===== src/rtl/imem_loader_pkg.sv =====
// Shared loader/pipeline definitions: loader state encoding, instruction-memory
// geometry defaults and the ceiling a one-byte word-count header can express.
package imem_loader_pkg;

    localparam int unsigned IMEM_DEPTH = 64;
    localparam int unsigned IMEM_AW    = 6;
    localparam int unsigned LD_HDR_MAX = 255;

    typedef enum logic [2:0] {
        ST_IDLE,
        ST_HEADER,
        ST_DATA,
        ST_WRITE,
        ST_CHECK,
        ST_DONE,
        ST_ERROR
    } ld_state_t;

endpackage


===== src/rtl/imem_loader_byte_packer.sv =====
// byte_packer: big-endian 4-byte word assembler; word is the full word that
// results if byte_in is shifted in this cycle, last flags the 4th byte.
module byte_packer (
    input  logic        clk,
    input  logic        reset,
    input  logic        clear,
    input  logic        shift_en,
    input  logic [7:0]  byte_in,
    output logic [31:0] word,
    output logic        last
);

    logic [23:0] sr;
    logic [1:0]  cnt;

    always_ff @(posedge clk) begin
        if (reset || clear) begin
            sr  <= '0;
            cnt <= '0;
        end else if (shift_en) begin
            sr  <= {sr[15:0], byte_in};
            cnt <= cnt + 2'd1;
        end
    end

    assign word = {sr, byte_in};
    assign last = (cnt == 2'd3);

endmodule


===== src/rtl/imem_loader.sv =====
// imem_loader: serial program-stream loader that writes 32-bit words into the
// instruction memory. Optional macro LOADER_CHECKSUM_EN adds a trailing XOR byte check.
module imem_loader
    import imem_loader_pkg::*;
#(
    parameter int unsigned DEPTH = IMEM_DEPTH,
    parameter int unsigned AW    = IMEM_AW
) (
    input  logic          SYS_clk,
    input  logic          SYS_reset,
    input  logic          LD_start,
    input  logic          LD_byte_valid,
    input  logic [7:0]    LD_byte,
    output logic          LD_byte_ready,
    output logic          IMEM_wr_en,
    output logic [AW-1:0] IMEM_addr,
    output logic [31:0]   IMEM_data,
    output logic          LD_busy,
    output logic          LD_done,
    output logic          LD_error
);

    localparam int unsigned N_LIMIT = (DEPTH < LD_HDR_MAX) ? DEPTH : LD_HDR_MAX;

    ld_state_t     state, nxt;
    logic [AW:0]   word_idx, idx_inc, n_words;
    logic [AW-1:0] addr_q;
    logic [31:0]   data_q;
    logic          error_q;
    logic          start_ok, xfer, hdr_bad;
    logic          pk_shift, pk_last;
    logic [31:0]   pk_word;

    assign start_ok      = (state == ST_IDLE) && LD_start;
    assign LD_byte_ready = (state == ST_HEADER) || (state == ST_DATA) || (state == ST_CHECK);
    assign xfer          = LD_byte_valid && LD_byte_ready;
    assign pk_shift      = xfer && (state == ST_DATA);
    assign hdr_bad       = (LD_byte == 8'd0) || (32'(LD_byte) > N_LIMIT);
    assign idx_inc       = word_idx + 1'b1;

    byte_packer u_packer (
        .clk      (SYS_clk),
        .reset    (SYS_reset),
        .clear    (start_ok),
        .shift_en (pk_shift),
        .byte_in  (LD_byte),
        .word     (pk_word),
        .last     (pk_last)
    );

`ifdef LOADER_CHECKSUM_EN
    logic [7:0] csum;

    always_ff @(posedge SYS_clk) begin
        if (SYS_reset || start_ok) begin
            csum <= '0;
        end else if (pk_shift) begin
            csum <= csum ^ LD_byte;
        end
    end
`endif

    always_comb begin
        nxt = state;
        unique case (state)
            ST_IDLE:   if (LD_start) nxt = ST_HEADER;
            ST_HEADER: if (xfer) nxt = hdr_bad ? ST_ERROR : ST_DATA;
            ST_DATA:   if (pk_shift && pk_last) nxt = ST_WRITE;
            ST_WRITE: begin
                if (idx_inc < n_words) begin
                    nxt = ST_DATA;
                end else begin
`ifdef LOADER_CHECKSUM_EN
                    nxt = ST_CHECK;
`else
                    nxt = ST_DONE;
`endif
                end
            end
            ST_CHECK: begin
`ifdef LOADER_CHECKSUM_EN
                if (xfer) nxt = (LD_byte == csum) ? ST_DONE : ST_ERROR;
`else
                nxt = ST_IDLE;
`endif
            end
            ST_DONE:   nxt = ST_IDLE;
            ST_ERROR:  nxt = ST_IDLE;
            default:   nxt = ST_IDLE;
        endcase
    end

    // Address/data are captured with the 4th byte so they are valid in the
    // WRITE cycle and hold afterwards, independent of the index increment.
    always_ff @(posedge SYS_clk) begin
        if (SYS_reset) begin
            state    <= ST_IDLE;
            word_idx <= '0;
            n_words  <= '0;
            addr_q   <= '0;
            data_q   <= '0;
            error_q  <= 1'b0;
        end else begin
            state <= nxt;
            if (start_ok) begin
                word_idx <= '0;
                error_q  <= 1'b0;
            end
            if ((state == ST_HEADER) && xfer) n_words <= (AW+1)'(LD_byte);
            if (pk_shift && pk_last) begin
                addr_q <= word_idx[AW-1:0];
                data_q <= pk_word;
            end
            if (state == ST_WRITE) word_idx <= idx_inc;
            if (nxt == ST_ERROR) error_q <= 1'b1;
        end
    end

    assign IMEM_wr_en = (state == ST_WRITE);
    assign IMEM_addr  = addr_q;
    assign IMEM_data  = data_q;
    assign LD_busy    = (state != ST_IDLE);
    assign LD_done    = (state == ST_DONE);
    assign LD_error   = error_q;

endmodule


===== config.mk =====
export PLATFORM = sky130hd
export DESIGN_NAME = imem_loader
export DESIGN_NICKNAME = d
export VERILOG_FILES = /design/src/rtl/imem_loader_pkg.sv /design/src/rtl/imem_loader_byte_packer.sv /design/src/rtl/imem_loader.sv
export SDC_FILE = /design/constraint.sdc
export NUM_CORES = 1
export LEC_CHECK = 0
export CAP_MARGIN = 20
export CORE_MARGIN = 3
export CORE_UTILIZATION = 42
export CTS_CLUSTER_SIZE = 24
export DETAILED_ROUTE_END_ITERATION = 8
export HOLD_SLACK_MARGIN = 0.1
export PLACE_DENSITY = 0.75
export SYNTH_ARGS = -nofsm -noshare
export SYNTH_HDL_FRONTEND = slang
export SYNTH_SLANG_ARGS = --single-unit

===== constraint.sdc =====
create_clock -name SYS_clk -period 4.6 [get_ports SYS_clk]
set_input_delay 0.69 -clock SYS_clk [delete_from_list [all_inputs] [get_ports SYS_clk]]
set_output_delay 0.69 -clock SYS_clk [all_outputs]
set_load 0.02 [all_outputs]

After elaboration in Yosys (flattened, before gate mapping) --
Index checks and enable logic that the tools add are counted. W data, S select, Z words.
Storage, ports and cells: register bits 82, input port bits 12, output and inout port bits 43
Operators by class: $add $sub $neg 2, magnitude comparators 2, eq/ne operators 7, muxes and demuxes 10, reduce and logical (&&, ||, !) cells 14
Operator list (count):
- $mux W3 | 5
- $mux W7 | 2
- $pmux W3 S4 | 1
- $eq A3 B3 Y1 const B | 3
- $gt A8 B7 Y1 const B | 1
- $logic_not A8 Y1 | 1
- $add A7 B1 Y7 const B | 1
- $lt A7 B7 Y1 | 1
- $eq A3 B2 Y1 const B | 2
- $logic_and A1 B1 Y1 | 5
- $logic_or A1 B1 Y1 | 4
- $reduce_bool A2 Y1 | 2
- $eq A3 B1 Y1 const B | 1
- $logic_not A3 Y1 | 1
- $reduce_bool A3 Y1 | 1
- $add A2 B1 Y2 const B | 1
- $eq A2 B2 Y1 const B | 1
- $mux W1 | 2

Logic depth before layout (Yosys ltp) --
Gate-level depths: netlist (run 1).
depth in word-level cells 10, gate-level depth with buffers 9, gate-level depth less buffers 9

By module --
Synthesis (run 1) repeated with hierarchy kept, for this count alone.
Second synthesis, totals: cell total of the unflattened synthesis 394, area, all modules 3370.7 um2
Modules (own cells, without submodules):
- imem_loader | instances 1, cells each 300, area an instance 2339.7 um2, seq. area each 1121.1 um2
- byte_packer | instances 1, cells each 94, area an instance 1031.0 um2, seq. area each 520.5 um2

Least setup slack after synthesis (run 1) --
OpenSTA, ideal clock, no wires.
kind input port to flip-flop, start in LD_byte[2], end reg error_q, in the netlist LD_error, setup time 115 ps, data arrival time 1910 ps, required time 4485 ps, setup slack 2576 ps, stages on the path 4, buffers on the path 0, path through or4_4 > o31a_1 > o311a_1 > a21o_2
Between the ends: cells in the longest elaborated chain, start to end 7
Ends and longest elaborated chain:
- start: declaration | RTL line imem_loader.sv:13 | input logic [7:0] LD_byte,
- $gt A8 B7 Y1 / $logic_not A8 Y1 (equally long branches) | RTL line imem_loader.sv:38 | assign hdr_bad = (LD_byte == 8'd0) || (32'(LD_byte) > N_LIMIT);
- $logic_or A1 B1 Y1 (*) | RTL line imem_loader.sv:38
- $mux W3 (*) (2 in series) | RTL line imem_loader.sv:67 | ST_HEADER: if (xfer) nxt = hdr_bad ? ST_ERROR : ST_DATA;
- $pmux W3 S4 (*) | RTL line imem_loader.sv:65 | unique case (state)
- $eq A3 B3 Y1 (*) | RTL line imem_loader.sv:115 | if (nxt == ST_ERROR) error_q <= 1'b1;
- $mux W1 / $reduce_bool A2 Y1 (equally long branches)
- end signal: assignment | RTL line imem_loader.sv:102 | error_q <= 1'b0;
- end signal: assignment | RTL line imem_loader.sv:107 | error_q <= 1'b0;
- end signal: assignment | RTL line imem_loader.sv:115
- end: declaration | RTL line imem_loader.sv:29 | logic error_q;
Mark *: on every way between the ends. The rest lies on a longest branch, timed or not. A chain may end at the register's enable or synchronous reset.

Worst setup path after layout (run 1) --
start reg state[0], end out IMEM_wr_en
Between the ends: cells in the longest elaborated chain, start to end 1
Ends and longest elaborated chain:
- start: declaration | RTL line imem_loader.sv:25 | ld_state_t state, nxt;
- start signal: assignment | RTL line imem_loader.sv:104 | state <= nxt;
- $eq A3 B2 Y1 | RTL line imem_loader.sv:119 | assign IMEM_wr_en = (state == ST_WRITE);
- end: declaration | RTL line imem_loader.sv:15 | output logic IMEM_wr_en,
No other way between the ends.

==> results.ini, run 1 <==
[status]
outcome=complete, no violations

[finish]
final_net_count=467
diodes=0
flow.area_growth_from_synthesis_pct=24.2
final.fill_count=704
utilization_pct=54.4
drive_gt1_share_pct=5.53
post-route-cell-area_sq_mm=0.00401

[cts]
cts_root_buf=sky130_fd_sc_hd__clkbuf_8
clk_transition_reported_paths_ns=0.08
tritoncts=done
post_cts.repair.setup_buffers=0
cts-resized-gates=0
ctsHoldBuffers=0
clkLatencyLatePin_ns=0.35
cts_max_level=3
cts.sink_count=82
clock_tree.buffer_depth=2
cts-buffers-inserted=9

[pwr]
vdd_drop_max_uv=154
power_leakage_uw=0.00137
cellPowerDensity_mw_per_mm2=331

[grt]
gr-usage-all-layers_pct=17.8
grt_antenna_before_repair=0
grt_pass1_wl_microns=12400
globalRoute.totalOverflow=0
grt_start_max_net_pins=56
first_global_vias=2619

[route]
drt_pre_antenna_iters=4
drc=0
vias=2803
totalWireLength_microns=7320
routedWlPerCell_microns=13.3
vias_per_cell=5.09
drt.antenna.violating_nets=0
drt_first_iter_violations=189

[synth]
warning_count_from_the_yosys_run=0
synth_sequential_area_ratio_pct=50.9
yosys-top-cells-area=sky130_fd_sc_hd__dfxtp_1 51%, sky130_fd_sc_hd__nand2_1 15%, sky130_fd_sc_hd__a21oi_1 12%, sky130_fd_sc_hd__ha_1 3.1%, sky130_fd_sc_hd__nor2_1 2.7%
avgSynthCellArea_sq_um=7.97
syn-instance-count=405
ys_seq_elements=82
syn-num-nets=425
synthDominantCellAreaShare_pct=50.9
netlist-cell-type-count=36
yosys.area.top_type=sky130_fd_sc_hd__dfxtp_1
netlist_area_sq_mm=0.00323

[critical_path]
timing.critical_path.from_type=flop
worstReg2RegEnd=IMEM_data[19]
cp_data_required_time_ns=3.91
setup.worst_path.class=reg2out
rrSetupSlack_ns=2.23
cp-end-kind=output port
origin_of_the_critical_flop_to_flop_path=state[0]
arrival_ns=2.20
worstPathMaxFanout=13
number_of_cells_on_the_worst_reg_to_reg_path=6

[run]
drv.max_cap_violation_count=0

[floorplan]
fp.coreArea_sq_mm=0.00737
die_width_microns=93.7
floorplan.io_pins=55
die_h_microns=93.7
die_area_sq_mm=0.00877
start_util_pct=43.8
num_rows=31

[placed_design]
gp_routability_congestion=0.777
dpl.hpwl_microns=4900
placed_area_sq_mm=0.00381
port_buffers=54

[timing]
tightest_slew_ns=0.983
min_period_over_period_pct=62.8
final_hold_viol_count=0
timing.fmax_ghz=0.346
clock_skew_ns=0.00793
rsz0062_at_grt=false
finalWorstPathRequiredPeriod_ns=2.89
hold_slack_ns=0.456
max_slew_margin_pct=34.3
fin_tns_setup_ns=0
setup_viol=0
slew_violations=0

[worst_hold_path]
holdPathEnd=IMEM_addr[3]
worstHoldStart=IMEM_addr[3]
hp-class=reg2reg
hold_path_depth=2

-- state kept, by name, indices dropped and copies added (netlist names) --
register / flops
IMEM_data: 32
u_packer.sr: 24
n_words: 7
word_idx: 7
IMEM_addr: 6
state: 3
u_packer.cnt: 2
LD_error: 1
-- where the power goes --
part	switching, uW	internal [uW]
combinational	52.7	33.4
clock	252	266
sequential	7.90	715
total	312	1010
-- cell usage after synthesis, drive strengths merged --
cell	number
a21o	3
mux2	1
nor4	1
mux2i	2
buf	15
and4b	1
ha	8
o21ai	2
or4	1
and2	2
a32o	2
a31o	1
dfxtp	82
a22oi	3
clkbuf	12
nor4bb	1
nand2	133
or2	1
a211oi	1
and3b	2
o31a	1
o311a	1
a311oi	2
xor2	4
inv	10
nor2	23
nor2b	2
and4bb	1
xnor2	3
a21oi	77
nand3	3
nor3	2
nand2b	2
-- logic make-up (layout without fill, tap and decap cells) --
family	count (synthesis)	in the layout	share of synthesized area, %
muxes	3	3	0.969
AOI/OAI and AO/OA	93	93	15.9
adders and majority gates	8	8	3.10
and+or+nand+nor	175	175	22.4
DFF	82	82	50.9
buffers and inverters	37	84	4.85
xor gates and xnor gates	7	7	1.90
-- worst max-delay path: stages, from the launching register on --
cell and delay, ns:
sky130_fd_sc_hd__dfxtp_1 0.59, sky130_fd_sc_hd__and3b_1 0.55, sky130_fd_sc_hd__clkdlybuf4s50_1 0.71
-- worst max path at each step --
stage	end	from	slack [ns]
after floorplan	LD_error	LD_byte[2]	2.58
after global placement	IMEM_data[1]	LD_byte_valid	1.54
after detailed placement	IMEM_data[19]	LD_byte_valid	1.47
after CTS	IMEM_wr_en	state[0]	1.74
after global routing	IMEM_addr[4]	LD_byte_valid	1.58
final	IMEM_wr_en	state[0]	1.71
-- stage by stage --
stage | cells | total power, uW | setup slack (ns)
floorplan | 405 | 791 | 2.58
global placement | 535 | 823 | 1.54
detailed placement | 535 | 825 | 1.47
CTS | 551 | 1340 | 1.74
global route | 551 | 1380 | 1.58
finish | 551 | 1330 | 1.71
-- final cells by class --
cell class	instances	area, sq um	area share [%]
inverter	10	37.5	0.936
timing repair buffer	58	566	14.1
sequential	82	1640	40.9
tap	99	124	3.09
clock buffer	12	145	3.62
clock inverter	4	51.3	1.28
multi-input combinational	286	1440	36.0
-- per-layer routing --
layer,track usage (%),vias to the layer above,share of wire [%]
li1,-,1414,-
met1,24.8,1298,48
met2,26.1,78,44
met3,3.53,13,5.3
met4,9.39,0,2.4
met5,0,-,0
-- layout by cell type, fill, tap and decap left out, drive strengths merged, types with 4 or more instances in the layout --
cell type        n
ha               8
clkbuf          12
dfxtp           82
clkdlybuf4s50   53
nand2          133
inv             10
nor2            23
xor2             4
a21oi           77
buf              5
Power figures use the tool's default switching activity.
==> run 2: changes to the inputs <==
==> constraint.sdc (replaced) <==
create_clock -name SYS_clk -period 2.9 [get_ports SYS_clk]
set_input_delay 0.435 -clock SYS_clk [delete_from_list [all_inputs] [get_ports SYS_clk]]
set_output_delay 0.435 -clock SYS_clk [all_outputs]
set_load 0.02 [all_outputs]
==> run 2 against run 1 <==
Effect of this change:
- clock power rose by 39%
- worst hold slack got worse by 0.0012 ns
- first-iteration DRC count fell by 18%
- register-to-register slack got worse by 1.6 ns
- worst setup slack got worse by 1.1 ns
- cell count rose by 0.91%
- critical endpoint is now LD_byte_ready
- largest power group unchanged
==> results.ini, run 2 (synthesis results as in run 1) <==
[status]
outcome=complete, no violations

[route]
drt_pre_antenna_iters=4
vias_per_cell=5.03
drt.antenna.violating_nets=0
routedWlPerCell_microns=13.3
drt_first_iter_violations=155
totalWireLength_microns=7410
drc=0
vias=2797

[worst_hold_path]
hold_path_depth=2
hp-class=reg2reg
worstHoldStart=IMEM_addr[0]

[pwr]
power_leakage_uw=0.00138
power_uw=2010
cellPowerDensity_mw_per_mm2=500
vdd_drop_max_uv=224

[timing]
setup_viol=0
slew_violations=0
hold_slack_ns=0.455
finalWorstPathRequiredPeriod_ns=2.30
fin_tns_setup_ns=0
final_hold_viol_count=0
rsz0062_at_grt=false
tightest_slew_ns=0.620
min_period_over_period_pct=79.5
max_slew_margin_pct=58.6
timing.fmax_ghz=0.434
clock_skew_ns=0.00890

[floorplan]
start_util_pct=43.8
floorplan.io_pins=55
die_width_microns=93.7
num_rows=31
die_area_sq_mm=0.00877
die_h_microns=93.7
fp.coreArea_sq_mm=0.00737

[cts]
tritoncts=done
cts.sink_count=82
cts-buffers-inserted=9
cts-resized-gates=0
cts_max_level=3
cts_root_buf=sky130_fd_sc_hd__clkbuf_8
clkLatencyLatePin_ns=0.36
post_cts.repair.setup_buffers=0
clk_transition_reported_paths_ns=0.08
clock_tree.buffer_depth=2
ctsHoldBuffers=0

[run]
drv.max_cap_violation_count=0

[critical_path]
worstPathCellList=xor2_1 -> mux2_2 -> clkdlybuf4s50_1
timing.critical_path.from_type=flop
cp_data_required_time_ns=2.47
timing.critical_path.buf_inv=1
arrival_ns=1.87
cpMaxStageDelayCell=sky130_fd_sc_hd__clkdlybuf4s50_1
worstPathMaxFanout=12
largest_stage_delay_worst_path_ns=0.59
worst_setup_path_startpoint=state[0]
critical_path_depth=3
critPathTopFamily=buffers and inverters
number_of_cells_on_the_worst_reg_to_reg_path=9
setup.worst_path.class=reg2out
cp-end-kind=output port
origin_of_the_critical_flop_to_flop_path=word_idx[0]

[placed_design]
placed_area_sq_mm=0.00385
gp_routability_congestion=0.819
numPlacedInstances=540
dpl.hpwl_microns=5040
port_buffers=54

[finish]
diodes=0
drive_gt1_share_pct=6.78
flow.area_growth_from_synthesis_pct=24.5
finalNonFillerCells=556
final_net_count=472
layout_commonest_cell=sky130_fd_sc_hd__nand2_1
max_reg_flops=32
multi_input_gate_area_sq_mm=0.00144
layout_common_cells=133 x sky130_fd_sc_hd__nand2_1, 82 x sky130_fd_sc_hd__dfxtp_1, 77 x sky130_fd_sc_hd__a21oi_1
post-route-cell-area_sq_mm=0.00402
final-seq-area_sq_mm=0.00164
final.fill_count=719

[grt]
globalRoute.totalOverflow=0
first_global_vias=2719
gr-usage-all-layers_pct=18.4
grt_start_max_net_pins=30
grt_antenna_before_repair=0
grt_pass1_wl_microns=12800

## run 2: area by class of cell
type / instances / area share, %
timing repair buffer: 63 / 15.0
clock buffer: 10 / 3.18
tap: 99 / 3.08
clock inverter: 6 / 1.03
multi-input combinational: 286 / 35.9
inverter: 10 / 0.934
sequential: 82 / 40.8
## run 2: layer usage
metal  up-vias  wire length, microns  GRT usage, %
met5         -                     0             0
met4         0                   123          7.58
met3        11                   412          3.85
met2        74                  3360          28.2
met1      1287                  3510          25.2
li1       1425                     -             -
## run 2: report_power, final
group | switching [uW] | internal, uW | total, uW
sequential | 12.5 | 1130 | 1150
combinational | 85.5 | 55.7 | 141
clock | 412 | 311 | 722
## run 2: per-stage QoR
step                util (%)  setup slack [ns]
floorplan                  -             0.900
global placement        52.2             0.594
detailed placement      52.2             0.555
CTS                     54.5             0.582
global route            54.5             0.406
finish                  54.5             0.595
## run 2: tightest hold or removal path: stages, from the launching register on
cell                      delay, ns
sky130_fd_sc_hd__dfxtp_1       0.31
sky130_fd_sc_hd__nand2_1       0.05
sky130_fd_sc_hd__a21oi_1       0.05
## run 2: final timing paths
kind,to,slack [ns]
worst min register to register,IMEM_addr[0],0.45
worst min-delay path,IMEM_addr[0],0.45
worst max-delay path,LD_byte_ready,0.60
worst max register to register,state[1],0.64
==> run 3: changes to the inputs <==
==> constraint.sdc (replaced) <==
create_clock -name SYS_clk -period 2.2 [get_ports SYS_clk]
set_input_delay 0.33 -clock SYS_clk [delete_from_list [all_inputs] [get_ports SYS_clk]]
set_output_delay 0.33 -clock SYS_clk [all_outputs]
set_load 0.02 [all_outputs]
==> run 3 against run 2 <==
Effect of this change:
- sequential cell count stayed put
- clock-buffer cell count rose by 1
- via count is 2.1% higher
- combinational power increased by 39%
- worst hold slack lost 0.087 ns
- first-iteration DRC count up 31%
- worst setup slack worse by 0.51 ns
- utilization up 1.5 points
- clock skew is essentially flat
==> results.ini, run 3 (synthesis results as in run 1) <==
[status]
outcome=complete, no violations

[route]
vias_per_cell=5.08
vias=2855
drt_pre_antenna_iters=5
drt.antenna.violating_nets=0
drt_first_iter_violations=203
totalWireLength_microns=7550
routedWlPerCell_microns=13.4
drc=0

[cts]
ctsHoldBuffers=0
clock_tree.buffer_depth=2
cts.sink_count=82
cts_max_level=3
clkLatencyLatePin_ns=0.34
tritoncts=done
clk_transition_reported_paths_ns=0.08
cts-buffers-inserted=9
cts_root_buf=sky130_fd_sc_hd__clkbuf_8

[finish]
layout_commonest_cell=sky130_fd_sc_hd__nand2_1
drive_gt1_share_pct=9.29
flow.area_growth_from_synthesis_pct=27.9
layout_common_cells=133 x sky130_fd_sc_hd__nand2_1, 78 x sky130_fd_sc_hd__dfxtp_1, 77 x sky130_fd_sc_hd__a21oi_1
max_reg_flops=32
final_net_count=479
diodes=0
utilization_pct=56.0

[placed_design]
gp_routability_congestion=0.821
port_buffers=54
dpl.hpwl_microns=5190

[timing]
min_period_over_period_pct=96.2
max_slew_margin_pct=57.5
fin_tns_setup_ns=0
finalWorstPathRequiredPeriod_ns=2.12
clock_skew_ns=0.00877
timing.fmax_ghz=0.473
tightest_slew_ns=0.637
setup_viol=0
rsz0062_at_grt=true
slew_violations=0
final_hold_viol_count=0

[pwr]
vdd_drop_max_uv=371
power_switching_uw=653
logic_gate_share_of_total_power_pct=7.0
power_leakage_uw=0.00143
cellPowerDensity_mw_per_mm2=674
switching_share_pct=23.5
power_share_of_the_clock_group_pct=38.6
power_report.internal_total_uw=2130
power.share.sequential_pct=54.4

[floorplan]
die_h_microns=93.7
floorplan.io_pins=55
die_width_microns=93.7
num_rows=31
fp.coreArea_sq_mm=0.00737
die_area_sq_mm=0.00877
start_util_pct=43.8

[grt]
first_global_vias=2631
grt_start_max_net_pins=27
use_met2_pct=28.1
gr-usage-all-layers_pct=18.0
busiest_layer=met2
groute.layer.met3.usage_pct=4.89
grt_antenna_before_repair=0
gr-usage-met1_pct=23.7
grt_pass1_wl_microns=12400
globalRoute.totalOverflow=0

[worst_hold_path]
hp-class=in2reg

[critical_path]
setup.worst_path.class=reg2out
worstPathMaxFanout=11
cp_data_required_time_ns=1.87
cp-end-kind=output port
arrival_ns=1.79
timing.critical_path.from_type=flop

[run]
drv.max_cap_violation_count=0

## run 3: cell count changes in the layout (fill, tap and decap cells not counted), moves of 2 or more
cell                         change
sky130_fd_sc_hd__buf_4           +6
sky130_fd_sc_hd__clkinvlp_4      -2
sky130_fd_sc_hd__dfxtp_2         +4
sky130_fd_sc_hd__dfxtp_1         -4
## run 3: worst paths after layout
check / startpoint / end / slack, ns / cells past startpoint
max: state[1] / LD_byte_ready / 0.08 / 2
min: SYS_reset / IMEM_data[17] / 0.37 / 2
max reg2reg: word_idx[1] / state[1] / 0.18 / 9
min reg2reg: IMEM_data[25] / IMEM_data[25] / 0.46 / 2
## run 3: through the flow
step                      setup WS (ns)  area, sq um  cells  hold WS, ns  total power [uW]
after CTS                        0.0276         4100    561        0.349              2810
final                            0.0839         4130    562        0.368              2780
after global routing            -0.0127         4130    562        0.390              2890
after floorplan                   0.200         3230    405        0.432              1650
after global placement           0.0474         3910    546        0.443              1740
after detailed placement        -0.0252         3910    546        0.447              1740
## run 3: final cells by class
cell class	count	area, sq um
Fill cell	684	3240
Sequential cell	82	1650
Multi-Input combinational cell	286	1460
Timing Repair Buffer	70	668
Clock buffer	11	141
Tap cell	99	124
Clock inverter	4	51.3
Inverter	10	37.5
## run 3: critical path, cell delays in order, from the launching register on
cell,delay (ns)
sky130_fd_sc_hd__dfxtp_1,0.53
sky130_fd_sc_hd__mux2_2,0.37
sky130_fd_sc_hd__clkdlybuf4s50_1,0.54
## run 3: power by group through the flow
stage	Clock, uW	Combinational [uW]	Sequential (uW)
2_1_floorplan	0	118	1540
3_3_place_gp	0	191	1550
3_5_place_dp	0	194	1550
4_1_cts	1100	196	1510
5_1_grt	1160	216	1520
6_report	1070	196	1510
## run 3: repair_timing
action | 4_1_cts | 5_1_grt
gates resized for setup | 1 | 7
gates cloned | 0 | 0
setup endpoints to repair | 1 | 3
pin swaps | 0 | 1
setup buffers | 0 | 1
## run 3: routing by layer
metal | vias up | share of wire (%)
li1 | 1442 | -
met5 | - | 0
met2 | 70 | 47
met3 | 8 | 5.4
met1 | 1335 | 46
met4 | 0 | 1.2
==> RTL edit: new RTL, settings of run 3 <==
Encoding of `ld_state_t`: now one-hot (7 bits for 7 states).
--- a/src/rtl/imem_loader_pkg.sv
+++ b/src/rtl/imem_loader_pkg.sv
@@ -7,12 +7,12 @@
     localparam int unsigned LD_HDR_MAX = 255;
 
-    typedef enum logic [2:0] {
-        ST_IDLE,
-        ST_HEADER,
-        ST_DATA,
-        ST_WRITE,
-        ST_CHECK,
-        ST_DONE,
-        ST_ERROR
+    typedef enum logic [6:0] {
+        ST_IDLE   = 7'b0000001,
+        ST_HEADER = 7'b0000010,
+        ST_DATA   = 7'b0000100,
+        ST_WRITE  = 7'b0001000,
+        ST_CHECK  = 7'b0010000,
+        ST_DONE   = 7'b0100000,
+        ST_ERROR  = 7'b1000000
     } ld_state_t;
 
Check against the original RTL: same outputs for any inputs over 10 cycles, from zero or initial values and one cycle with SYS_reset high; not proved beyond that.
==> RTL edit against run 3 <==
First-iteration DRC count grew 6.4%. Die area increased by 8.7%. Count of clock-buffer cells in the layout down 1. Via count grew 10%. Total power increased by 2.4%. Routed wire length up 10%. Sequential cell count increased by 4. Critical path depth grew 2. Setup slack lost 0.0099 ns. Final area increased by 9.3%. Clock skew about the same. Area after synthesis increased by 9.3%. Critical path type unchanged. Critical endpoint unchanged. Highest routed layer unchanged.
==> RTL edit: results (changes against run 3) <==
synthesis:
  netlist_top_cells_area: "dfxtp_1 49%, nand2_1 14%, a21oi_1 10%"  # was dfxtp_1 51%, nand2_1 15%, a21oi_1 12%
  postSynthCellCount: 430  # was 405
  synth_fp_nets: 450  # was 425
  synth_common_cells: "136 x nand2_1, 86 x dfxtp_1, 71 x a21oi_1"  # was 133 x nand2_1, 82 x dfxtp_1, 77 x a21oi_1
  synth-seq-area-share: 0.4881  # was 0.5087
  ys_types: 45  # was 36
power_and_ir_drop:
  combPwrFrac: 0.046  # was 0.070
  p_comb_uw: 130  # was 196 µW
  p_clk_frac: 0.405  # was 0.386
  switching_power_uw: 669.9  # was 653.2 µW
  leakage_nw: 1.634  # was 1.435 nW
  ir_drop_v: 0.0003222  # was 0.0003710 V
global_routing:
  grt_pass1_vias: 2847  # was 2631
  grt_pass1_wl_mm: 13.65  # was 12.39 mm
  grt_max_degree: 34  # was 27
  grt.total_usage: 0.1735  # was 0.1795
worst_setup_path:
  r2r_setup_slack_ns: 0.12  # was 0.18 ns
  cp_max_fo: 5  # was 11
  crit_family: "simple AND/OR/NAND/NOR gates"  # was buffers and inverters
  cp_slowest_cell: "or4_1"  # was clkdlybuf4s50_1
  cpPeakStageDelay_ns: 0.52  # was 0.54 ns
  cp-startpoint: "state[5]"  # was state[1]
  crit_path_end: "LD_byte_ready"  # unchanged
  reg2reg_to: "state[5]"  # was state[1]
placement:
  post_dp_cell_area_mm2: 0.004283  # was 0.003908 mm²
  gp_congestion: 0.8286  # was 0.8207
  dpl.cell_count: 591  # was 546
  dp_slack_ns: 0.03706  # was -0.02520 ns
  dp_hpwl_mm: 5.823  # was 5.193 mm
sta:
  fin_skew_ns: 0.008938  # was 0.008765 ns
  worst_pin_slew_ns: 0.4905  # was 0.6373 ns
  fin_crit_sh: 0.9664  # was 0.9619
  hold_ws_ns: 0.4207  # was 0.3676 ns
detailed_routing:
  dr.pass1.iters: 4  # was 5
  wl_mm: 8.309  # was 7.546 mm
  first_iter_violations: 216  # was 203
  viasPerCell: 5.175  # was 5.080
final_layout:
  nets: 520  # was 479
  multiInputGateArea_mm2: 0.001625  # was 0.001459 mm²
  drive_above_1_share: 0.1307  # was 0.09287
  nFillCells: 710  # was 684
  fin_cells: 607  # was 562
min_path:
  hold_path_end: "IMEM_addr[3]"  # was IMEM_data[17]
  hold_path_depth: 2  # unchanged
clocking:
  clock_latency_ns: 0.36  # was 0.34 ns
  cts_resized: 7  # was 1
run_status:
  status: "finished clean"  # unchanged
## RTL edit: cell count changes after synthesis, moves of 5 or more
cell,run 3,this run
buf_1,7,0
nor2_1,23,15
o21ai_0,2,10
mux2i_1,2,7
nor3_1,2,8
a21oi_1,77,71
## RTL edit: logic make-up (layout without fill, tap and decap cells)
kind of cell,count (synthesis),after routing,synth area share
xor+xnor,4,4,0.009934
buf+inv,34,109,0.05889
fa+ha+maj,8,8,0.02838
flops,86,86,0.4881
compound gates,95,95,0.1454
simple gates,195,195,0.2483
mux,7,7,0.01987
other cells,1,1,0.001063
## RTL edit: final cells by class
type,instances,share of cell area
Timing Repair Buffer,85,0.1766
Inverter,8,0.006656
Sequential cell,86,0.3821
Tap cell,102,0.02829
Multi-Input combinational cell,310,0.3602
Clock inverter,6,0.01553
Clock buffer,10,0.03050
## RTL edit: metal layers
layer,track usage,part of all wire
met4,0.06283,0.015
met5,0,0
met2,0.2594,0.44
met3,0.04307,0.056
met1,0.2421,0.49
